## config.mk

```make
export PLATFORM = sky130hd
export DESIGN_NAME = fetch_unit_flat
export DESIGN_NICKNAME = d
export VERILOG_FILES = /design/src/rtl/fetch_unit_if.sv /design/src/rtl/fetch_unit.sv /design/src/flat_wrapper.sv
export SDC_FILE = /design/constraint.sdc
export NUM_CORES = 1
export LEC_CHECK = 0
export CORE_AREA = 2 2 126 128
export CTS_CLUSTER_SIZE = 8
export DETAILED_ROUTE_END_ITERATION = 10
export DIE_AREA = 0 0 128 130
export PLACE_DENSITY = 0.81
export REMOVE_ABC_BUFFERS = 1
export SLEW_MARGIN = 20
export SYNTH_ARGS = -nofsm -noshare
export SYNTH_HDL_FRONTEND = slang
export SYNTH_SLANG_ARGS = --single-unit
```

## constraint.sdc

```tcl
create_clock -name CLK -period 5.6 [get_ports CLK]
set_input_delay 1.68 -clock CLK [delete_from_list [all_inputs] [get_ports CLK]]
set_output_delay 1.68 -clock CLK [all_outputs]
set_load 0.005 [all_outputs]
```

## src/rtl/fetch_unit_if.sv

```systemverilog
// Fetch unit bus: instruction-memory request/hit pair plus the decode-side
// valid/ready, redirect and halt signals.
interface fetch_unit_if;
  logic        iREN;
  logic [31:0] iaddr;
  logic        ihit;
  logic [31:0] iload;
  logic [31:0] ins;
  logic [31:0] ins_pc;
  logic        ins_valid;
  logic        ins_ready;
  logic        redirect;
  logic [31:0] redirect_pc;
  logic        halt;
  logic        halted;

  modport master (
    output iREN, iaddr, ins, ins_pc, ins_valid, halted,
    input  ihit, iload, ins_ready, redirect, redirect_pc, halt
  );

  modport slave (
    input  iREN, iaddr, ins, ins_pc, ins_valid, halted,
    output ihit, iload, ins_ready, redirect, redirect_pc, halt
  );
endinterface

```

## src/rtl/fetch_unit.sv

```systemverilog
// Instruction fetch front end: owns the PC, requests words from instruction
// memory and queues {instruction, pc} pairs for the decode stage.
module fetch_unit #(
  parameter logic [31:0] PC_INIT   = 32'h0000_0000,
  parameter int          BUF_DEPTH = 2
) (
  input logic          CLK,
  input logic          RST,
  fetch_unit_if.master bus
);
  localparam int PW = (BUF_DEPTH > 1) ? $clog2(BUF_DEPTH) : 1;
  localparam logic [PW:0] DEPTH = (PW+1)'(BUF_DEPTH);
  localparam logic [0:0] FETCH  = 1'b0;
  localparam logic [0:0] HALTED = 1'b1;

  logic [0:0]                  state;
  logic [31:0]                 pc;
  logic [PW-1:0]               wptr, rptr;
  logic [PW:0]                 cnt;
  logic [BUF_DEPTH-1:0][31:0]  buf_ins, buf_pc;
  logic                        in_fetch, halt_take, push, pop;

  assign in_fetch      = (state == FETCH);
  assign bus.ins_valid = in_fetch && (cnt != '0);
  // halt only counts when there is a head instruction it refers to
  assign halt_take     = in_fetch && bus.halt && bus.ins_valid;
  assign bus.iREN      = in_fetch && !RST && (cnt < DEPTH) && !bus.redirect && !halt_take;
  assign bus.iaddr     = pc;
  assign bus.halted    = (state == HALTED);
  assign push          = bus.iREN && bus.ihit;
  assign pop           = bus.ins_valid && bus.ins_ready && !bus.halt && !bus.redirect;

  assign bus.ins    = bus.ins_valid ? buf_ins[rptr] : 32'h0;
  assign bus.ins_pc = bus.ins_valid ? buf_pc[rptr]  : 32'h0;

  // storage needs no reset: it is only visible while ins_valid is set
  always_ff @(posedge CLK) begin
    if (push) begin
      buf_ins[wptr] <= bus.iload;
      buf_pc[wptr]  <= pc;
    end
  end

  always_ff @(posedge CLK) begin
    if (RST) begin
      state <= FETCH;
      pc    <= PC_INIT;
      wptr  <= '0;
      rptr  <= '0;
      cnt   <= '0;
    end else if (in_fetch) begin
      if (halt_take) begin
        state <= HALTED;
        wptr  <= '0;
        rptr  <= '0;
        cnt   <= '0;
      end else if (bus.redirect) begin
        pc    <= {bus.redirect_pc[31:2], 2'b00};
        wptr  <= '0;
        rptr  <= '0;
        cnt   <= '0;
      end else begin
        if (push) begin
          wptr <= wptr + 1'b1;
          pc   <= pc + 32'd4;
        end
        if (pop) rptr <= rptr + 1'b1;
        if (push && !pop)      cnt <= cnt + 1'b1;
        else if (pop && !push) cnt <= cnt - 1'b1;
      end
    end
  end
endmodule
```

## src/flat_wrapper.sv

```systemverilog
// flat-port wrapper written by rule: the top's interface ports become plain ports
module fetch_unit_flat 
#(
  parameter logic [31:0] PC_INIT   = 32'h0000_0000,
  parameter int          BUF_DEPTH = 2
)
  (CLK, RST, bus_iREN, bus_iaddr, bus_ins, bus_ins_pc, bus_ins_valid, bus_halted, bus_ihit, bus_iload, bus_ins_ready, bus_redirect, bus_redirect_pc, bus_halt);
  fetch_unit_if bus_i ();
  input logic CLK;
  input logic RST;
  output wire logic [$bits(bus_i.iREN)-1:0] bus_iREN;
  output wire logic [$bits(bus_i.iaddr)-1:0] bus_iaddr;
  output wire logic [$bits(bus_i.ins)-1:0] bus_ins;
  output wire logic [$bits(bus_i.ins_pc)-1:0] bus_ins_pc;
  output wire logic [$bits(bus_i.ins_valid)-1:0] bus_ins_valid;
  output wire logic [$bits(bus_i.halted)-1:0] bus_halted;
  input wire logic [$bits(bus_i.ihit)-1:0] bus_ihit;
  input wire logic [$bits(bus_i.iload)-1:0] bus_iload;
  input wire logic [$bits(bus_i.ins_ready)-1:0] bus_ins_ready;
  input wire logic [$bits(bus_i.redirect)-1:0] bus_redirect;
  input wire logic [$bits(bus_i.redirect_pc)-1:0] bus_redirect_pc;
  input wire logic [$bits(bus_i.halt)-1:0] bus_halt;
  assign bus_iREN = bus_i.iREN;
  assign bus_iaddr = bus_i.iaddr;
  assign bus_ins = bus_i.ins;
  assign bus_ins_pc = bus_i.ins_pc;
  assign bus_ins_valid = bus_i.ins_valid;
  assign bus_halted = bus_i.halted;
  assign bus_i.ihit = bus_ihit;
  assign bus_i.iload = bus_iload;
  assign bus_i.ins_ready = bus_ins_ready;
  assign bus_i.redirect = bus_redirect;
  assign bus_i.redirect_pc = bus_redirect_pc;
  assign bus_i.halt = bus_halt;
  fetch_unit #(.PC_INIT(PC_INIT), .BUF_DEPTH(BUF_DEPTH)) u_core (.CLK(CLK), .RST(RST), .bus(bus_i));
endmodule
```

==> results by stage, run 1 <==
Status:
- The run finished with clean final reports.

Power and ir drop:
- In this run, the combinational gates consume 9.8% of the power.
- The power per cell area is 303 mW/mm2.
- For this design the static power due to leakage is 2.95 nW.
- The maximum vdd ir drop is 0.216 mV.
- The clock share of power is 41.5%.
- Cell internal power was estimated by the tool at 2.18 mW.
- In this run, flip-flops and latches consume 48.8% of the power.
- In this run switching power makes up 22.1% of total power.
- The analysis attributes to net switching a power of 0.618 mW.

Synth:
- For this run, the number of Yosys warnings is 0.
- In the synthesized netlist, the cells that appear most often are edfxtp_1, nor2_1, mux2i_1.
- After Yosys synthesis, XOR and XNOR cells account for 0% of the synthesized area.
- The mean instance size in the synthesized netlist is 12.3 um2.
- The count of flip-flops with a built-in enable after synthesis is 124.
- The combinational family with the most area after synthesis is simple AND/OR/NAND/NOR gates.
- The netlist uses 52 different library cells.
- The share of the synthesized area in compound gates (AO/OA/AOI/OAI) is 10.1%.
- The cell count after synthesis came out at 552.
- The mux contribution to synthesized area is 9.87%.
- The post-synthesis cell type with the largest combined area is edfxtp_1.
- The cell with the most instances after synthesis is edfxtp_1.
- The synthesized-area fraction occupied by and/or/nand/nor cells is 12.0%.
- The mapped netlist covers 0.00679 mm2.
- The synthesized netlist devotes 0.184% of its cell area to adder and majority cells.
- The sequential element share of the synthesized area is 65.1%.
- Counting flops with an async set or reset pin after synthesis yields a share of 0%.
- The main flop type after synthesis is edfxtp_1.
- The number of synthesized register bits is 159.
- The portion of synthesized cell area occupied by the leading cell type is 54.8%.
- Yosys attributes the largest share of cell area to edfxtp_1, dfxtp_1, mux2i_1.

Global route:
- The total overflow left after global routing is 0.
- Entering global routing, the biggest net connects 65 pins.
- The first global-routing pass estimated 25.7 mm of wire.
- The met2 track utilization from global routing is 33.9%.
- The met1 routing resource usage after global routing is 24.8%.
- The number of antenna violations at the first check in global routing is 0.
- The number of global-route vias before repair is 5049.
- Global routing used 20.1% of the available tracks across all layers.
- The met3 track demand over resource is 5.00%.
- The routing layer with the top usage in global route is met2.

Drt:
- The iteration count of the initial detailed-routing pass is 5.
- For this block, the initial DRC count from the detailed router was 562.
- The average wire length per cell after detail routing is 18.4 um.
- The total wire length after detailed routing is 16.8 mm.
- The count of vias placed by the detailed router is 5138.
- In the routed design, unresolved DRC markers number 0.
- The per-cell via count in the routed design is 5.62.
- The number of routed nets with antenna violations is 0.

Worst setup path:
- Traced cell by cell, the critical path runs through clkdlybuf4s50_1 -> nor4_1 -> and2_1 -> clkdlybuf4s50_1.
- For the worst setup path, the data required time is 3.92 ns.
- STA classifies the critical path endpoint as an output pin.
- The startpoint of the worst-slack reg-to-reg timing path is u_core.cnt[1].
- The cell that appears most often on the critical path is clkdlybuf4s50_1.
- The nature of the critical path startpoint is a primary input.
- The critical path contains buffers and inverters numbering 2 combined.
- In this run the worst path has a maximum fanout of 3.
- Counting cells, the worst reg-to-reg path comes to 4.
- The endpoint identified for the worst register-to-register timing path is u_core.buf_ins[62].
- The endpoint arrival time on the critical path is 3.20 ns.
- In this run the register-to-register setup slack is 3.04 ns.
- The cell type group with the largest total delay on the critical path is buffers and inverters.
- For this run, the slowest stage of the critical path takes 0.49 ns.
- The critical path is of the in -> out type.
- The cell at the slowest stage of the critical path is clkdlybuf4s50_1.

Run:
- The tool flagged a number of max-cap violations equal to 0.

Clock network:
- Buffers added to address setup during post-CTS repair amount to 0.
- The sink count of the clock tree is 159.
- CTS built an H-tree with a depth of 4.
- The number of gates resized after cts is 0.
- In this run the deepest clock path goes through 2 buffers.
- The cts-stage hold buffer count is 0.
- Clock-pin slew was measured on the worst setup and hold paths at 0.06 ns.
- The TritonCTS clock tree is done.
- In this run, CTS created clock tree buffers numbering 17.
- The clock tree root buffer cell is clkbuf_16.
- At the later pin of the worst-skew pair, clock insertion delay measures 0.42 ns.

Worst hold path:
- The worst hold path belongs to the class reg -> reg.
- The path with the worst hold slack has its endpoint at u_core.buf_pc[9].
- In this run the most critical hold path is launched from u_core.bus.iaddr[9].
- Along the worst hold path, the cell count comes to 0.

STA:
- Measured against its own limit, the worst slew margin works out to 49.3%.
- Across all hold checks on the routed design, the worst slack comes to 0.524 ns.
- Setup violations remaining at the end of the flow were counted as 0.
- Clock skew on the completed layout was measured at 0.00845 ns.
- The final-layout setup total negative slack is 0 ns.
- The worst path uses 87.2% of the clock period.
- The final-report hold violation count is 0.
- Setup slack closes at 0.715 ns.
- For the finished layout, the period the worst path requires is 4.88 ns.
- The actual slew at the worst max-slew pin is 0.760 ns.
- Derived from the worst setup path, the maximum achievable clock frequency is 205 MHz.
- The final max-slew violation count was 0.
- Setup repair after global routing left no endpoint under its margin.

Placed design:
- The worst setup slack before clock tree synthesis is 0.736 ns.
- Once placement finished, the instance area stood at 0.00862 mm2.
- After legalization and detailed placement, the total HPWL measured 10.7 mm.
- Routability-driven placement finished with a final weighted congestion of 0.883.
- In this run the tool buffered the top-level ports with 162 buffer cells.
- The cell count after placement is 881.

Floorplanning:
- The die span in y is 130 um.
- The row count is 46.
- The floorplan step defined a die boundary enclosing 0.0166 mm2.
- The chip width is 128 um.
- The core box area is 0.0154 mm2.
- The boundary pin count is 169.
- The starting utilization of the core area is 44.0%.

Final layout:
- The final layout net count is 780.
- The share of layout cells above drive strength 1 is 6.79%.
- After routing the design area is 0.00924 mm2.
- After the flow finishes, the layout carries non-filler instances totaling 914.
- The diode insertion count for antenna repair is 0.
- From synthesis to final layout, the design area changed by 36.0%.
- Fill cells in the final layout number 1223.
## flip-flops by register name, indices dropped and copies added (netlist names)
register           flops
u_core.bus.iaddr      30
u_core.rptr            1
u_core.bus.halted      1
u_core.wptr            1
u_core.buf_ins        64
u_core.buf_pc         60
u_core.cnt             2
## routing by layer
metal	up-vias	share of wire, %
met5	-	0
met4	0	2.0
met3	34	7.5
met2	247	50
met1	2461	41
li1	2396	-
## per-stage QoR
| step | utilization, % | total power [mW] |
|---|---|---|
| floorplan | - | 1.48 |
| global placement | 55.9 | 1.65 |
| detailed placement | 55.9 | 1.66 |
| CTS | 59.7 | 2.81 |
| global route | 59.9 | 2.89 |
| finish | 59.9 | 2.80 |
## logic make-up after synthesis
logic type | Yosys count
muxes | 67
adders and majority gates | 1
AOI/OAI and AO/OA | 104
other | 1
buffers and inverters | 42
DFF | 159
and+or+nand+nor | 178
## layout by cell type (no fill, tap or decap), types with 3 or more instances in the layout
| cell type | synthesis | layout |
|---|---|---|
| nor4_1 | 5 | 5 |
| clkinv_2 | 0 | 3 |
| a22oi_1 | 4 | 4 |
| a211oi_1 | 10 | 10 |
| nand2_1 | 36 | 36 |
| edfxtp_1 | 124 | 124 |
| mux2i_1 | 67 | 67 |
| clkbuf_1 | 23 | 3 |
| a31oi_1 | 9 | 9 |
| nand4_1 | 6 | 6 |
| buf_4 | 4 | 8 |
| nor2_1 | 82 | 81 |
| nor3_1 | 5 | 5 |
| or4_1 | 4 | 4 |
| a311oi_1 | 5 | 5 |
| o21ai_0 | 16 | 16 |
| a32o_1 | 3 | 3 |
| nand3_1 | 17 | 17 |
| inv_1 | 4 | 4 |
| dfxtp_1 | 35 | 34 |
| a21oi_1 | 24 | 23 |
| and4_1 | 3 | 3 |
| o31ai_1 | 5 | 5 |
| o41ai_1 | 4 | 4 |
| bufinv_16 | 0 | 3 |
| conb_1 | 1 | 4 |
| o22ai_1 | 6 | 6 |
| and3_1 | 5 | 5 |
| clkbuf_16 | 0 | 17 |
| clkdlybuf4s50_1 | 0 | 162 |
## worst register-to-register path: stages, from the launching register on
cell,delay [ns]
dfxtp_1,0.38
nor4_1,0.45
and3_1,0.40
and2_2,0.66
buf_12,0.33
## how the worst max path moves through the flow
stage,from,cells past startpoint,end
after floorplan,bus_redirect,3,u_core.buf_ins[0]
after global placement,bus_redirect,4,bus_iREN
after detailed placement,bus_redirect,4,bus_iREN
after CTS,bus_redirect,4,bus_iREN
after global routing,bus_redirect,4,bus_iREN
final,bus_redirect,4,bus_iREN
## power by group through the flow
stage          clock network, mW  logic, mW  registers (mW)
2_1_floorplan                  0     0.0998            1.38
3_3_place_gp                   0      0.261            1.38
3_5_place_dp                   0      0.270            1.39
4_1_cts                     1.18      0.272            1.36
5_1_grt                     1.22      0.296            1.37
6_report                    1.16      0.273            1.36
## area by class of cell
| class | instances | area (um2) | area share, % |
|---|---|---|---|
| multi-input cells | 354 | 2230 | 24.1 |
| inverters | 5 | 18.8 | 0.203 |
| repair buffers | 172 | 1730 | 18.7 |
| well taps | 192 | 240 | 2.60 |
| clock buffers | 21 | 450 | 4.88 |
| clock inverters | 11 | 141 | 1.53 |
| flip-flops and latches | 159 | 4430 | 47.9 |
Power figures use the tool's default switching activity.
==> run 2, diff against run 1 <==
CORE_AREA = 2 2 113 143   (was 2 2 126 128)
DIE_AREA = 0 0 115 145   (was 0 0 128 130)
==> results by stage, run 2 (synthesis results as in run 1) <==
Status:
- The flow ran to the end, and the final reports show no timing, DRC or antenna violations.

Final layout:
- The leading cell type in the layout, fill and taps excluded is clkdlybuf4s50_1.
- The library cells used most frequently in the layout, excluding fill and tap cells, are clkdlybuf4s50_1, edfxtp_1, nor2_1.
- The share of layout cells above drive strength 1 was 7.09% (+0.31 points).
- The growth of design area from synthesis to finish is 35.7%.
- The number of flip-flops under the largest register name is 64 (unchanged).
- The final layout net count is 777 (-0.38%).
- The final design utilization is 60.2% (+0.27 points).
- The cell area after layout is 0.00921 mm2 (-0.27%).
- The diode insertion count for antenna repair is 0 (unchanged).
- The register with the highest flop count is u_core.buf_ins.

Floorplanning:
- The boundary pin count is 169 (unchanged).
- The chip width was 115 um (-10%).
- The die span in y is 145 um (+12%).
- The starting utilization of the core area is 44.3% (+0.32 points).
- The core box area was 0.0153 mm2 (-0.71%).
- The overall die area is 0.0167 mm2 (+0.21%).
- The row count is 51 (+11%).

STA:
- The minimum clock period after layout is 4.88 ns (-0.00283 ns).
- The maximum clock frequency is 205 MHz (about the same).
- The final clock skew was 0.0132 ns (+0.00470 ns).
- The actual slew at the worst max-slew pin came to 0.910 ns (+0.150 ns).
- The final max-slew violation count came to 0 (unchanged).
- The final clock period utilization by the worst path is 87.2% (about the same).
- The count of final setup violators came to 0 (unchanged).
- Setup repair after global routing left no endpoint under its margin.
- The slack of the critical path is 0.718 ns (+0.00283 ns).
- The final-layout setup total negative slack came to 0 ns (unchanged).
- The final-report hold violation count came to 0 (unchanged).
- The relative max-transition margin is 39.3% (-10 points).

Clock network:
- The tree is rooted in a clkbuf_16.
- The sink count of the clock tree was 159 (unchanged).
- The clock-pin slew of the registers on the worst-case setup and hold paths is 0.06 ns (about the same).
- The number of H-tree branching levels is 4 (unchanged).
- The cts-stage hold buffer count came to 0 (unchanged).
- The number of buffers between clock root and the deepest sink is 2 (unchanged).
- The CTS buffer count is 17 (unchanged).
- The number of setup buffers added after CTS was 0 (unchanged).
- The number of gates resized after cts is 0 (unchanged).
- TritonCTS built the clock tree.
- The worst-skew pair later-pin latency is 0.42 ns (about the same).

Worst setup path:
- STA classifies the critical path endpoint as an output pin.
- The number of cells on the worst reg-to-reg path came to 4 (unchanged).
- The endpoint arrival time on the critical path is 3.20 ns (about the same).
- The largest fanout on the critical path is 3 (unchanged).
- The endpoint required time on the critical path is 3.92 ns (about the same).
- The worst setup path is launched from a primary input.
- The kind of critical path is in -> out.

Drt:
- The total wire length after detailed routing is 16.4 mm (-2.6%).
- The average wire length per cell after detail routing is 18.1 um (-1.5%).
- The starting DRC count in detailed routing is 423 (-25%).
- The number of routed nets with antenna violations is 0 (unchanged).
- The count of vias placed by the detailed router is 5153 (+0.29%).
- The iteration count of the initial detailed-routing pass was 5 (unchanged).
- The DRC violation count after routing was 0 (unchanged).
- The per-cell via count in the routed design is 5.70 (+1.4%).

Global route:
- The wire length of the first global-routing pass is 25.6 mm (-0.59%).
- The pin count of the biggest net entering global routing was 65 (unchanged).
- The number of global-route vias before repair is 5029 (-0.40%).
- The global-route usage over all layers is 19.5% (-0.61 points).
- The overall overflow remaining after global route is 0 (unchanged).
- The number of antenna violations at the first check in global routing was 0 (unchanged).

Power and ir drop:
- The power share of the combinational group is 9.7% (about the same).
- The cell leakage power is 2.94 nW (-0.29%).
- The switching power summed over all nets is 0.660 mW (+6.8%).
- The maximum vdd ir drop is 0.183 mV (-15%).
- The clock share of power is 41.6% (about the same).
- The fraction of power consumed by sequential logic is 48.7% (about the same).
- The total internal power is 2.14 mW (-1.8%).
- The switching share of power is 23.6% (+1.5 points).
- The power per cell area was 304 mW/mm2 (+0.40%).

Placed design:
- The post-placement cell area is 0.00859 mm2 (-0.35%).
- The worst setup slack before clock tree synthesis is 0.741 ns (+0.00529 ns).
- The routability congestion estimate from global placement was 0.864 (-2.1%).
- The number of buffers inserted by port buffering is 162 (unchanged).
- The sum of net half-perimeters after detailed placement was 10.6 mm (-0.88%).

Run:
- The number of maximum-capacitance violations was 0 (unchanged).

Worst hold path:
- The instance count along the most critical hold path is 0 (unchanged).
- The class of the most critical hold timing path is reg -> reg.
==> run 2: cell types whose count changed in the layout (fill, tap and decap cells not counted), sizes merged <==
cell      before  now
inv            5   12
clkbuf        21   17
clkinvlp       2    1
clkinv         6    5
bufinv         3    2
buf           10    7
==> run 2: worst paths after layout <==
path | startpoint | end | slack [ns]
hold reg to reg | u_core.bus.iaddr[29] | u_core.buf_pc[29] | 0.55
setup / recovery | bus_redirect | bus_iREN | 0.72
hold / removal | u_core.bus.iaddr[29] | u_core.buf_pc[29] | 0.55
setup reg to reg | u_core.cnt[1] | u_core.buf_pc[24] | 3.17
==> run 2: per-layer routing <==
layer	vias up	global-route usage, %	share of wire [%]	wire length [um]
met5	-	0	0	0
met4	0	6.51	1.6	256
met2	236	34.1	51	8390
li1	2399	-	-	-
met1	2491	23.4	41	6660
met3	27	4.59	6.5	1070
==> run 2: worst max-delay path: stages <==
cell and delay, ns:
clkdlybuf4s50_1 0.42, nor4_1 0.40, and2_1 0.20, clkdlybuf4s50_1 0.50
==> run 2: metrics by stage <==
stage,cells,hold WS [ns],total power [mW]
final,904,0.547,2.80
after global routing,904,0.560,2.90
after CTS,903,0.548,2.82
after detailed placement,871,0.538,1.66
after global placement,871,0.524,1.65
after floorplan,518,0.471,1.48
==> run 2: final cells by class <==
cell class / count / area [um2]
Multi-Input combinational cell: 354 / 2240
Timing Repair Buffer: 169 / 1700
Sequential cell: 159 / 4430
Inverter: 5 / 18.8
Tap cell: 185 / 231
Clock inverter: 15 / 173
Fill cell: 1224 / 6100
Clock buffer: 17 / 425
==> run 2: power by group through the flow <==
stage / Combinational [mW] / Clock [mW] / Sequential (mW)
after floorplan: 0.0998 / 0 / 1.38
after global placement: 0.261 / 0 / 1.38
after detailed placement: 0.268 / 0 / 1.39
after CTS: 0.270 / 1.19 / 1.36
after global routing: 0.294 / 1.24 / 1.37
final: 0.270 / 1.17 / 1.36
==> run 3, diff against run 2 <==
CORE_AREA = 2 2 121 134   (was 2 2 113 143)
DIE_AREA = 0 0 123 136   (was 0 0 115 145)
==> results by stage, run 3 (synthesis results as in run 1) <==
Final layout:
- The cell area after layout is 0.00927 mm2 (+0.56%).
- The diode insertion count for antenna repair is 0 (unchanged).
- The growth of design area from synthesis to finish is 36.4%.
- The final design utilization is 59.8% (-0.37 points).
- The number of flip-flops under the largest register name was 64 (unchanged).
- The final layout net count came to 778 (+0.13%).
- The number of fill cells in the layout came to 1239 (+1.2%).
- Leaving out fill and tap cells, the most frequent cells in the layout are clkdlybuf4s50_1, edfxtp_1, nor2_1.
- The share of layout cells above drive strength 1 is 7.22% (+0.13 points).
- The library cell used most frequently in the layout, excluding fill and tap cells, is clkdlybuf4s50_1.
- The register with the highest flop count is u_core.buf_ins.

Floorplanning:
- The starting utilization of the core area came to 43.8% (-0.52 points).
- The die span in y is 136 um (-6.2%).
- The row count is 48 (-5.9%).
- The boundary pin count is 169 (unchanged).
- The chip width is 123 um (+7.0%).
- The overall die area is 0.0167 mm2 (+0.32%).
- The core box area was 0.0155 mm2 (+1.2%).

Drt:
- The average wire length per cell after detail routing is 17.9 um (-1.1%).
- The total wire length after detailed routing is 16.5 mm (+0.63%).
- The starting DRC count in detailed routing is 622 (+47%).
- The DRC violation count after routing is 0 (unchanged).
- The number of routed nets with antenna violations is 0 (unchanged).
- The count of vias placed by the detailed router is 5085 (-1.3%).
- The per-cell via count in the routed design is 5.53 (-3.0%).
- The iteration count of the initial detailed-routing pass is 6 (+1).

Placed design:
- The sum of net half-perimeters after detailed placement came to 10.7 mm (+0.27%).
- The routability congestion estimate from global placement was 0.892 (+3.3%).
- The number of buffers inserted by port buffering is 162 (unchanged).
- The post-placement cell area came to 0.00862 mm2 (+0.31%).

STA:
- The final-report hold violation count is 0 (unchanged).
- The worst hold slack after final layout is 0.533 ns (-0.0134 ns).
- The actual slew at the worst max-slew pin is 0.919 ns (+0.00917 ns).
- The final-layout setup total negative slack is 0 ns (unchanged).
- The count of final setup violators was 0 (unchanged).
- The final clock period utilization by the worst path came to 86.5% (-0.72 points).
- The final max-slew violation count is 0 (unchanged).
- The final clock skew is 0.0115 ns (-0.00161 ns).
- The maximum clock frequency is 207 MHz (+0.84%).
- Setup repair after global routing left no endpoint under its margin.
- The relative max-transition margin is 38.7% (-0.61 points).
- The minimum clock period after layout is 4.84 ns (-0.0405 ns).

Clock network:
- The number of H-tree branching levels is 4 (unchanged).
- The number of setup buffers added after CTS is 0 (unchanged).
- The number of buffers between clock root and the deepest sink is 2 (unchanged).
- The number of gates resized after cts is 0 (unchanged).
- The cts-stage hold buffer count is 0 (unchanged).
- The clock-pin slew of the registers on the worst-case setup and hold paths was 0.07 ns (about the same).
- The CTS buffer count came to 17 (unchanged).
- The worst-skew pair later-pin latency came to 0.42 ns (about the same).
- The sink count of the clock tree came to 159 (unchanged).
- Clock tree synthesis selected as its root buffer the cell clkbuf_16.
- The TritonCTS clock tree is done.

Power and ir drop:
- The cell leakage power was 2.96 nW (+0.51%).
- The maximum vdd ir drop is 0.199 mV (+8.3%).
- The power per cell area is 308 mW/mm2 (+1.4%).

Global route:
- The number of antenna violations at the first check in global routing is 0 (unchanged).
- The wire length of the first global-routing pass is 25.3 mm (-1.1%).
- The number of global-route vias before repair is 5056 (+0.54%).
- The overall overflow remaining after global route is 0 (unchanged).
- The pin count of the biggest net entering global routing is 65 (unchanged).
- The global-route usage over all layers is 19.6% (+0.12 points).

Worst setup path:
- The nature of the critical path startpoint is a primary input.
- The endpoint required time on the critical path came to 3.92 ns (about the same).
- The largest fanout on the critical path was 3 (unchanged).
- The endpoint arrival time on the critical path is 3.16 ns (-0.04 ns).
- The type of element capturing the critical path is an output pin.
- The critical path in this run is classified as in -> out.

Status:
- The flow ran to the end, and the final reports show no timing, DRC or antenna violations.

Worst hold path:
- The worst hold path belongs to the class reg -> reg.

Run:
- The number of maximum-capacitance violations was 0 (unchanged).
run 3: layout make-up:
cell class	instances	area, um2	area share, %
Sequential cell	159	4430	47.8
Multi-Input combinational cell	354	2240	24.2
Timing Repair Buffer	170	1710	18.4
Clock buffer	17	425	4.59
Tap cell	200	250	2.70
Clock inverter	15	198	2.13
Inverter	5	18.8	0.203
run 3: power breakdown:
part / total, mW / internal, mW / switching (mW)
clock network: 1.22 / 0.719 / 0.499
logic: 0.272 / 0.150 / 0.122
registers: 1.36 / 1.32 / 0.0468
total: 2.85 / 2.19 / 0.668
run 3: routing by layer:
metal / part of all wire (%) / wire [um] / vias up / GRT usage, %
li1: - / - / 2394 / -
met1: 41 / 6710 / 2398 / 24.2
met2: 49 / 8030 / 258 / 32.0
met3: 7.6 / 1260 / 35 / 5.24
met4: 3.0 / 493 / 0 / 9.47
met5: 0 / 0 / - / 0
run 3: worst paths after layout:
check                       from                  to  slack, ns  cells past startpoint
max                 bus_redirect            bus_iREN       0.76                      4
min          u_core.bus.iaddr[9]   u_core.buf_pc[41]       0.53                      0
max reg2reg        u_core.cnt[1]  u_core.buf_ins[50]       3.18                      3
min reg2reg  u_core.bus.iaddr[9]   u_core.buf_pc[41]       0.53                      0
run 3: worst max-delay path, cell delays in order:
cell,delay [ns]
clkdlybuf4s50_1,0.42
nor4_1,0.38
and2_1,0.19
clkdlybuf4s50_1,0.50
run 3: stage by stage:
stage                     worst slack [ns]  cells  total power [mW]
after detailed placement             0.776    887              1.66
final                                0.759    920              2.85
after CTS                            0.752    919              2.87
after global placement               0.764    887              1.65
after floorplan                     0.0973    518              1.48
after global routing                 0.658    920              2.95
